===== src/rtl/qr_grid_sampler_if.sv =====
// qr_grid_sampler_if: finder/pitch start inputs, pixel-buffer read port and sampled-bit stream.
interface qr_grid_sampler_if #(parameter int ADDR_W = 17);
   logic [2:0][8:0]   centers_x;
   logic [2:0][8:0]   centers_y;
   logic [8:0]        mod_size;
   logic              mod_size_valid;
   logic [ADDR_W-1:0] pixel_addr_out;
   logic              pixel_in;
   logic              bit_out;
   logic [4:0]        row_out;
   logic [4:0]        col_out;
   logic              bit_valid_out;
   logic              busy_out;
   logic              done_out;
   logic              oob_out;
   modport master (output centers_x, centers_y, mod_size, mod_size_valid, pixel_in,
                   input  pixel_addr_out, bit_out, row_out, col_out, bit_valid_out, busy_out, done_out, oob_out);
   modport slave  (input  centers_x, centers_y, mod_size, mod_size_valid, pixel_in,
                   output pixel_addr_out, bit_out, row_out, col_out, bit_valid_out, busy_out, done_out, oob_out);
endinterface


===== src/rtl/qr_grid_sampler.sv =====
// qr_grid_sampler: walks a MODULES x MODULES grid from the top-left finder and streams one sampled bit per
// module from a 2-cycle-latency pixel buffer; SAMPLER_MAJORITY_EN takes a 3-pixel horizontal majority instead.
module qr_grid_sampler #(
   parameter int MODULES = 21,
   parameter int IMG_W   = 320,
   parameter int IMG_H   = 240,
   parameter int ADDR_W  = 17
) (
   input logic              clk_in,
   input logic              rst_n_in,
   qr_grid_sampler_if.slave bus
);
   typedef enum logic [2:0] {IDLE, SETUP, ISSUE, DRAIN, DONE} state_t;
   typedef struct packed {
      logic       v;
      logic       oob;
      logic       last;
      logic [4:0] row;
      logic [4:0] col;
   } meta_t;
`ifdef SAMPLER_MAJORITY_EN
   localparam logic [1:0] L_LAST = 2'd2;
`else
   localparam logic [1:0] L_LAST = 2'd0;
`endif
   localparam logic signed [15:0] L_W = 16'(IMG_W);
   localparam logic signed [15:0] L_H = 16'(IMG_H);
   localparam logic [4:0] L_END = 5'(MODULES - 1);
   state_t             r_state, w_next;
   logic [8:0]         r_ms, r_cx, r_cy;
   logic signed [15:0] r_ox, r_x, r_y, w_ox, w_oy, w_step, w_px;
   logic [10:0]        w_m3;
   logic [4:0]         r_row, r_col, r_brow, r_bcol;
   logic [1:0]         r_sub;
   logic [ADDR_W-1:0]  r_addr, w_lin;
   meta_t [2:0]        r_p;
   meta_t              w_meta;
   logic               r_bit, r_bv, r_oob;
   logic               w_oob, w_last_mod, w_row_end, w_last, w_s, w_bit, w_unused;
   // (7m>>1) - (m>>1) equals 3m for every m, so the origin offset is one shift-add
   assign w_m3   = {1'b0, r_ms, 1'b0} + {2'b0, r_ms};
   assign w_ox   = $signed({7'b0, r_cx}) - $signed({5'b0, w_m3});
   assign w_oy   = $signed({7'b0, r_cy}) - $signed({5'b0, w_m3});
   assign w_step = $signed({7'b0, r_ms});
   assign w_s    = !r_p[2].oob && bus.pixel_in;
`ifdef SAMPLER_MAJORITY_EN
   logic [1:0] r_acc;
   always_ff @(posedge clk_in or negedge rst_n_in)
      if (!rst_n_in)      r_acc <= '0;
      else if (r_p[2].v) r_acc <= {r_acc[0], w_s};
   assign w_px  = r_x + $signed({14'b0, r_sub}) - 16'sd1;
   assign w_bit = (r_acc[1] & r_acc[0]) | (w_s & (r_acc[1] | r_acc[0]));
`else
   assign w_px  = r_x;
   assign w_bit = w_s;
`endif
   assign w_oob      = (w_px < 16'sd0) || (w_px >= L_W) || (r_y < 16'sd0) || (r_y >= L_H);
   assign w_lin      = ADDR_W'(32'(r_y) * IMG_W + 32'(w_px));
   assign w_last_mod = r_sub == L_LAST;
   assign w_row_end  = r_col == L_END;
   assign w_last     = w_last_mod && w_row_end && (r_row == L_END);
   assign w_meta     = meta_t'{v: r_state == ISSUE, oob: w_oob, last: w_last_mod, row: r_row, col: r_col};
   assign w_unused   = ^{bus.centers_x[0], bus.centers_x[2], bus.centers_y[0], bus.centers_y[2]};
   always_ff @(posedge clk_in or negedge rst_n_in)
      if (!rst_n_in) r_state <= IDLE;
      else           r_state <= w_next;
   always_comb begin
      w_next = r_state;
      case (r_state)
         IDLE:    if (bus.mod_size_valid) w_next = SETUP;
         SETUP:   if (r_ms == '0) w_next = DONE; else w_next = ISSUE;
         ISSUE:   if (w_last) w_next = DRAIN;
         DRAIN:   if (r_bv && !(r_p[0].v || r_p[1].v || r_p[2].v)) w_next = DONE;
         default: w_next = IDLE;
      endcase
   end
   always_comb begin
      bus.busy_out = r_state != IDLE;
      bus.done_out = r_state == DONE;
   end
   assign bus.pixel_addr_out = r_addr;
   assign bus.bit_out        = r_bit;
   assign bus.bit_valid_out  = r_bv;
   assign bus.row_out        = r_brow;
   assign bus.col_out        = r_bcol;
   assign bus.oob_out        = r_oob;
   always_ff @(posedge clk_in or negedge rst_n_in)
      if (!rst_n_in) begin
         r_ms   <= '0;
         r_cx   <= '0;
         r_cy   <= '0;
         r_ox   <= '0;
         r_x    <= '0;
         r_y    <= '0;
         r_row  <= '0;
         r_col  <= '0;
         r_sub  <= '0;
         r_addr <= '0;
         r_p    <= '0;
         r_bit  <= 1'b0;
         r_bv   <= 1'b0;
         r_brow <= '0;
         r_bcol <= '0;
         r_oob  <= 1'b0;
      end else begin
         if (r_state == IDLE && bus.mod_size_valid) begin
            r_ms <= bus.mod_size;
            r_cx <= bus.centers_x[1];
            r_cy <= bus.centers_y[1];
         end
         if (r_state == SETUP) begin
            r_ox  <= w_ox;
            r_x   <= w_ox;
            r_y   <= w_oy;
            r_row <= '0;
            r_col <= '0;
            r_sub <= '0;
            r_oob <= r_ms == '0;
         end
         if (r_state == ISSUE) begin
            r_sub <= w_last_mod ? '0 : r_sub + 2'd1;
            if (w_last_mod) begin
               r_col <= w_row_end ? '0 : r_col + 5'd1;
               r_row <= w_row_end ? r_row + 5'd1 : r_row;
               r_x   <= w_row_end ? r_ox : r_x + w_step;
               r_y   <= w_row_end ? r_y + w_step : r_y;
            end
            if (w_oob) r_oob <= 1'b1;
         end
         r_addr <= (r_state == ISSUE && !w_oob) ? w_lin : '0;
         r_p    <= {r_p[1:0], w_meta};
         r_bv   <= r_p[2].v && r_p[2].last;
         r_bit  <= r_p[2].v && r_p[2].last && w_bit;
         r_brow <= r_p[2].row;
         r_bcol <= r_p[2].col;
      end
endmodule


===== src/flat_wrapper.sv =====
// flat-port wrapper written by rule: the top's interface ports become plain ports
module qr_grid_sampler_flat 
#(
   parameter int MODULES = 21,
   parameter int IMG_W   = 320,
   parameter int IMG_H   = 240,
   parameter int ADDR_W  = 17
)
  (clk_in, rst_n_in, bus_centers_x, bus_centers_y, bus_mod_size, bus_mod_size_valid, bus_pixel_in, bus_pixel_addr_out, bus_bit_out, bus_row_out, bus_col_out, bus_bit_valid_out, bus_busy_out, bus_done_out, bus_oob_out);
  qr_grid_sampler_if #(.ADDR_W(ADDR_W)) bus_i ();
  input logic clk_in;
  input logic rst_n_in;
  input wire logic [$bits(bus_i.centers_x)-1:0] bus_centers_x;
  input wire logic [$bits(bus_i.centers_y)-1:0] bus_centers_y;
  input wire logic [$bits(bus_i.mod_size)-1:0] bus_mod_size;
  input wire logic [$bits(bus_i.mod_size_valid)-1:0] bus_mod_size_valid;
  input wire logic [$bits(bus_i.pixel_in)-1:0] bus_pixel_in;
  output wire logic [$bits(bus_i.pixel_addr_out)-1:0] bus_pixel_addr_out;
  output wire logic [$bits(bus_i.bit_out)-1:0] bus_bit_out;
  output wire logic [$bits(bus_i.row_out)-1:0] bus_row_out;
  output wire logic [$bits(bus_i.col_out)-1:0] bus_col_out;
  output wire logic [$bits(bus_i.bit_valid_out)-1:0] bus_bit_valid_out;
  output wire logic [$bits(bus_i.busy_out)-1:0] bus_busy_out;
  output wire logic [$bits(bus_i.done_out)-1:0] bus_done_out;
  output wire logic [$bits(bus_i.oob_out)-1:0] bus_oob_out;
  assign bus_i.centers_x = bus_centers_x;
  assign bus_i.centers_y = bus_centers_y;
  assign bus_i.mod_size = bus_mod_size;
  assign bus_i.mod_size_valid = bus_mod_size_valid;
  assign bus_i.pixel_in = bus_pixel_in;
  assign bus_pixel_addr_out = bus_i.pixel_addr_out;
  assign bus_bit_out = bus_i.bit_out;
  assign bus_row_out = bus_i.row_out;
  assign bus_col_out = bus_i.col_out;
  assign bus_bit_valid_out = bus_i.bit_valid_out;
  assign bus_busy_out = bus_i.busy_out;
  assign bus_done_out = bus_i.done_out;
  assign bus_oob_out = bus_i.oob_out;
  qr_grid_sampler #(.MODULES(MODULES), .IMG_W(IMG_W), .IMG_H(IMG_H), .ADDR_W(ADDR_W)) u_core (.clk_in(clk_in), .rst_n_in(rst_n_in), .bus(bus_i));
endmodule

===== config.mk =====
export PLATFORM = sky130hd
export DESIGN_NAME = qr_grid_sampler_flat
export DESIGN_NICKNAME = d
export VERILOG_FILES = /design/src/rtl/qr_grid_sampler_if.sv /design/src/rtl/qr_grid_sampler.sv /design/src/flat_wrapper.sv
export SDC_FILE = /design/constraint.sdc
export NUM_CORES = 1
export LEC_CHECK = 0
export ABC_CLOCK_PERIOD_IN_PS = 4900
export CAP_MARGIN = 20
export CORE_MARGIN = 5
export CORE_UTILIZATION = 60
export CTS_CLUSTER_DIAMETER = 150
export DETAILED_ROUTE_END_ITERATION = 8
export DONT_BUFFER_PORTS = 1
export PLACE_DENSITY = 0.83
export SYNTH_ARGS = -nofsm -noshare
export SYNTH_HDL_FRONTEND = slang
export SYNTH_SLANG_ARGS = --single-unit

===== constraint.sdc =====
create_clock -name clk_in -period 4.9 [get_ports clk_in]
set_input_delay 1.225 -clock clk_in [delete_from_list [all_inputs] [get_ports clk_in]]
set_output_delay 1.225 -clock clk_in [all_outputs]
set_load 0.02 [all_outputs]

==> impl_metrics.yaml <==
cts:
  cts.repair.resized: 0
  clk_pin_slew_ns: 0.07
  tritoncts: "yes"
  clk_path_buf_depth: 2
  cts_made_buffers: 17
  cts-root-buf: "clkbuf_16"
  h-tree-depth: 4
  clock-sinks: 155
  hold_buffers: 0
  clk_latency_ns: 0.43
  cts_post_setup_buffers_inserted: 0
placed_design:
  port_buffers: 0
  gp_congestion: 0.878
  place_ws_ns: 0.856
  dp_cells: 1023
  hpwl_um: 13200
final_layout:
  nets: 1007
  syn_to_final_growth_pct: 8.48
  final_cell_mix: "dfrtp_1 (155), nand2_1 (85), ha_1 (75), nor2_1 (69), o21ai_0 (62)"
  diodes: 0
  finalNonFillerCells: 1055
  layout_commonest_cell: "dfrtp_1"
  drive_above_1_share_pct: 8.50
logic_synthesis:
  synth_mux_area_share_pct: 2.30
  synth_area_sq_um: 8690
  yosysWarnings: 0
  yosysUniqueCellTypes: 75
  synthXorXnorAreaFrac_pct: 5.73
  synthArstFlopShare_pct: 100
  synthAdderAreaFrac_pct: 13.3
  ys_seq_area_share_pct: 44.6
  synth-seq-cells: 155
  synth_compound_area_share_pct: 17.3
  synth-edff-count: 0
  yosys_most_used_dff: "dfrtp_1"
  synth_nets: 1010
  synthSimpleGateAreaFrac_pct: 13.9
  avgSynthCellArea_sq_um: 10.1
  synthCells: 861
  synth_top_family_by_area: "compound AO/OA/AOI/OAI gates"
worst_setup_path:
  criticalPathCategory: "reg -> reg"
  cp.required_ns: 5.20
  end_kind: "register"
  crit_arrival_ns: 4.36
  worstSetupStartpointType: "register"
  worstPathMaxFanout: 5
floorplanning:
  dieArea_sq_um: 17000
  ios: 99
  placementRows: 44
  die_h_um: 130
  coreArea_sq_um: 14400
  die_w_um: 130
  initial_core_util_pct: 60.5
worst_hold_path:
  hold_path.class: "reg -> reg"
timing:
  finalCritPeriodShare_pct: 82.7
  max_slew.worst_pin.slew_ns: 0.900
  hold_viol: 0
  fin_skew_ns: 0.00869
  setup_viol: 0
  period_minus_slack_ns: 4.05
  tns_ns: 0
  fmaxAchievable_ghz: 0.247
  slew_headroom_pct: 40.0
  setup_ws_ns: 0.848
  rsz0062_at_grt: "no"
  slew_violations: 0
status:
  status: "finished, final reports clean"
global_route:
  grt_pass1_vias: 6322
  antenna_found_initial: 0
  grt_pass1_wl_um: 31500
  grt-ovfl-total: 0
  grt_max_degree: 156
  grt.total_usage_pct: 23.6
route:
  vias_per_cell: 6.19
  route.detailed.drc: 0
  wl_per_cell_um: 17.9
  antenna_left: 0
  wirelength_um: 18900
  first_pass_iters: 5
  drt_iter0_markers: 370
  vias: 6535
job:
  drv_cap: 0
-- metrics by stage --
step / utilization, % / hold slack [ns] / instance area, sq um
6_report: 65.6 / 0.344 / 9430
5_1_grt: 65.6 / 0.350 / 9430
4_1_cts: 65.6 / 0.346 / 9430
3_5_place_dp: 61.7 / 0.335 / 8860
3_3_place_gp: 61.7 / 0.331 / 8860
2_1_floorplan: - / 0.331 / 8690
-- worst max-delay path, cell delays in order, from the launching register on --
cell,delay (ns)
dfrtp_1,0.54
inv_1,0.30
fa_1,0.51
xor2_1,0.34
ha_1,0.36
nand2_1,0.09
o21ai_0,0.10
or2_2,0.29
maj3_2,0.34
maj3_2,0.33
maj3_1,0.37
xnor2_1,0.24
o211ai_1,0.11
-- cell type report --
class / instances / area [sq um]
clock buffer: 19 / 443
clock inverter: 13 / 123
fill: 1059 / 4940
inverter: 37 / 139
multi-input combinational: 641 / 4570
sequential: 155 / 3880
tap: 184 / 230
timing repair buffer: 6 / 45.0
-- Yosys cell counts (4+ instances only) --
cell,count,area (sq um)
a211o_1,4,35.0
a211oi_1,6,45.0
a21o_1,15,113
a21oi_1,39,195
a221o_1,4,40.0
a31oi_1,7,43.8
and2_1,7,43.8
and3_1,10,62.6
buf_1,4,15.0
clkbuf_1,21,78.8
dfrtp_1,155,3880
fa_1,7,140
ha_1,75,938
inv_1,37,139
maj3_2,5,56.3
mux2_2,16,180
nand2_1,85,319
nand2b_1,6,37.5
nand3_1,12,60.1
nand3b_1,4,30.0
nand4_1,10,62.6
nor2_1,70,263
nor2b_1,10,62.6
nor3_1,18,90.1
nor4_1,5,31.3
o211ai_1,11,82.6
o21a_1,16,120
o21ai_0,62,310
o22ai_1,8,50.1
o31a_1,5,43.8
o31ai_1,7,52.6
o41ai_1,5,43.8
xnor2_1,35,307
xor2_1,16,140
-- registers in the layout (all words and copies together), names as in the netlist --
| register | flops |
|---|---|
| u_core.bus.bit_out | 1 |
| u_core.r_p | 39 |
| u_core.r_cy | 9 |
| u_core.bus.pixel_addr_out | 17 |
| u_core.r_state | 3 |
| u_core.r_row | 5 |
| u_core.r_col | 5 |
| u_core.r_ox | 12 |
| u_core.bus.bit_valid_out | 1 |
| u_core.bus.oob_out | 1 |
| u_core.r_cx | 9 |
| u_core.bus.col_out | 5 |
| u_core.r_sub | 2 |
| u_core.r_ms | 9 |
| u_core.r_x | 16 |
| u_core.r_y | 16 |
| u_core.bus.row_out | 5 |
-- kinds of logic (layout without fill, tap and decap cells) --
| logic type | after synthesis | in the layout |
|---|---|---|
| multiplexers | 18 | 18 |
| AND/OR/NAND/NOR | 255 | 255 |
| AO/OA/AOI/OAI | 226 | 226 |
| XOR/XNOR | 53 | 53 |
| flip-flops | 155 | 155 |
| buffers and inverters | 65 | 75 |
| adder cells (fa/ha/maj) | 89 | 89 |
-- final timing paths --
| kind | startpoint | endpoint | slack (ns) | cells after the start |
|---|---|---|---|---|
| min in group asynchronous | rst_n_in | u_core.bus.pixel_addr_out[15] | 0.49 | 0 |
| min | u_core.r_p[2] | u_core.r_p[15] | 0.34 | 0 |
| max | u_core.r_ms[1] | u_core.r_x[8] | 0.85 | 12 |
| min reg2reg | u_core.r_p[2] | u_core.r_p[15] | 0.34 | 0 |
| max reg2reg | u_core.r_ms[1] | u_core.r_x[8] | 0.85 | 12 |
| max in group asynchronous | rst_n_in | u_core.r_y[4] | 4.22 | 0 |
-- routing by layer --
layer | wire length [um] | GRT usage [%]
met3 | 1060 | 3.93
met1 | 8180 | 31.9
met4 | 640 | 10.8
met2 | 9040 | 37.6
met5 | 0 | 0
Power is left out: the tool's default activity adds up to more than one toggle a clock period on the data nets, which glitch-free logic cannot reach.
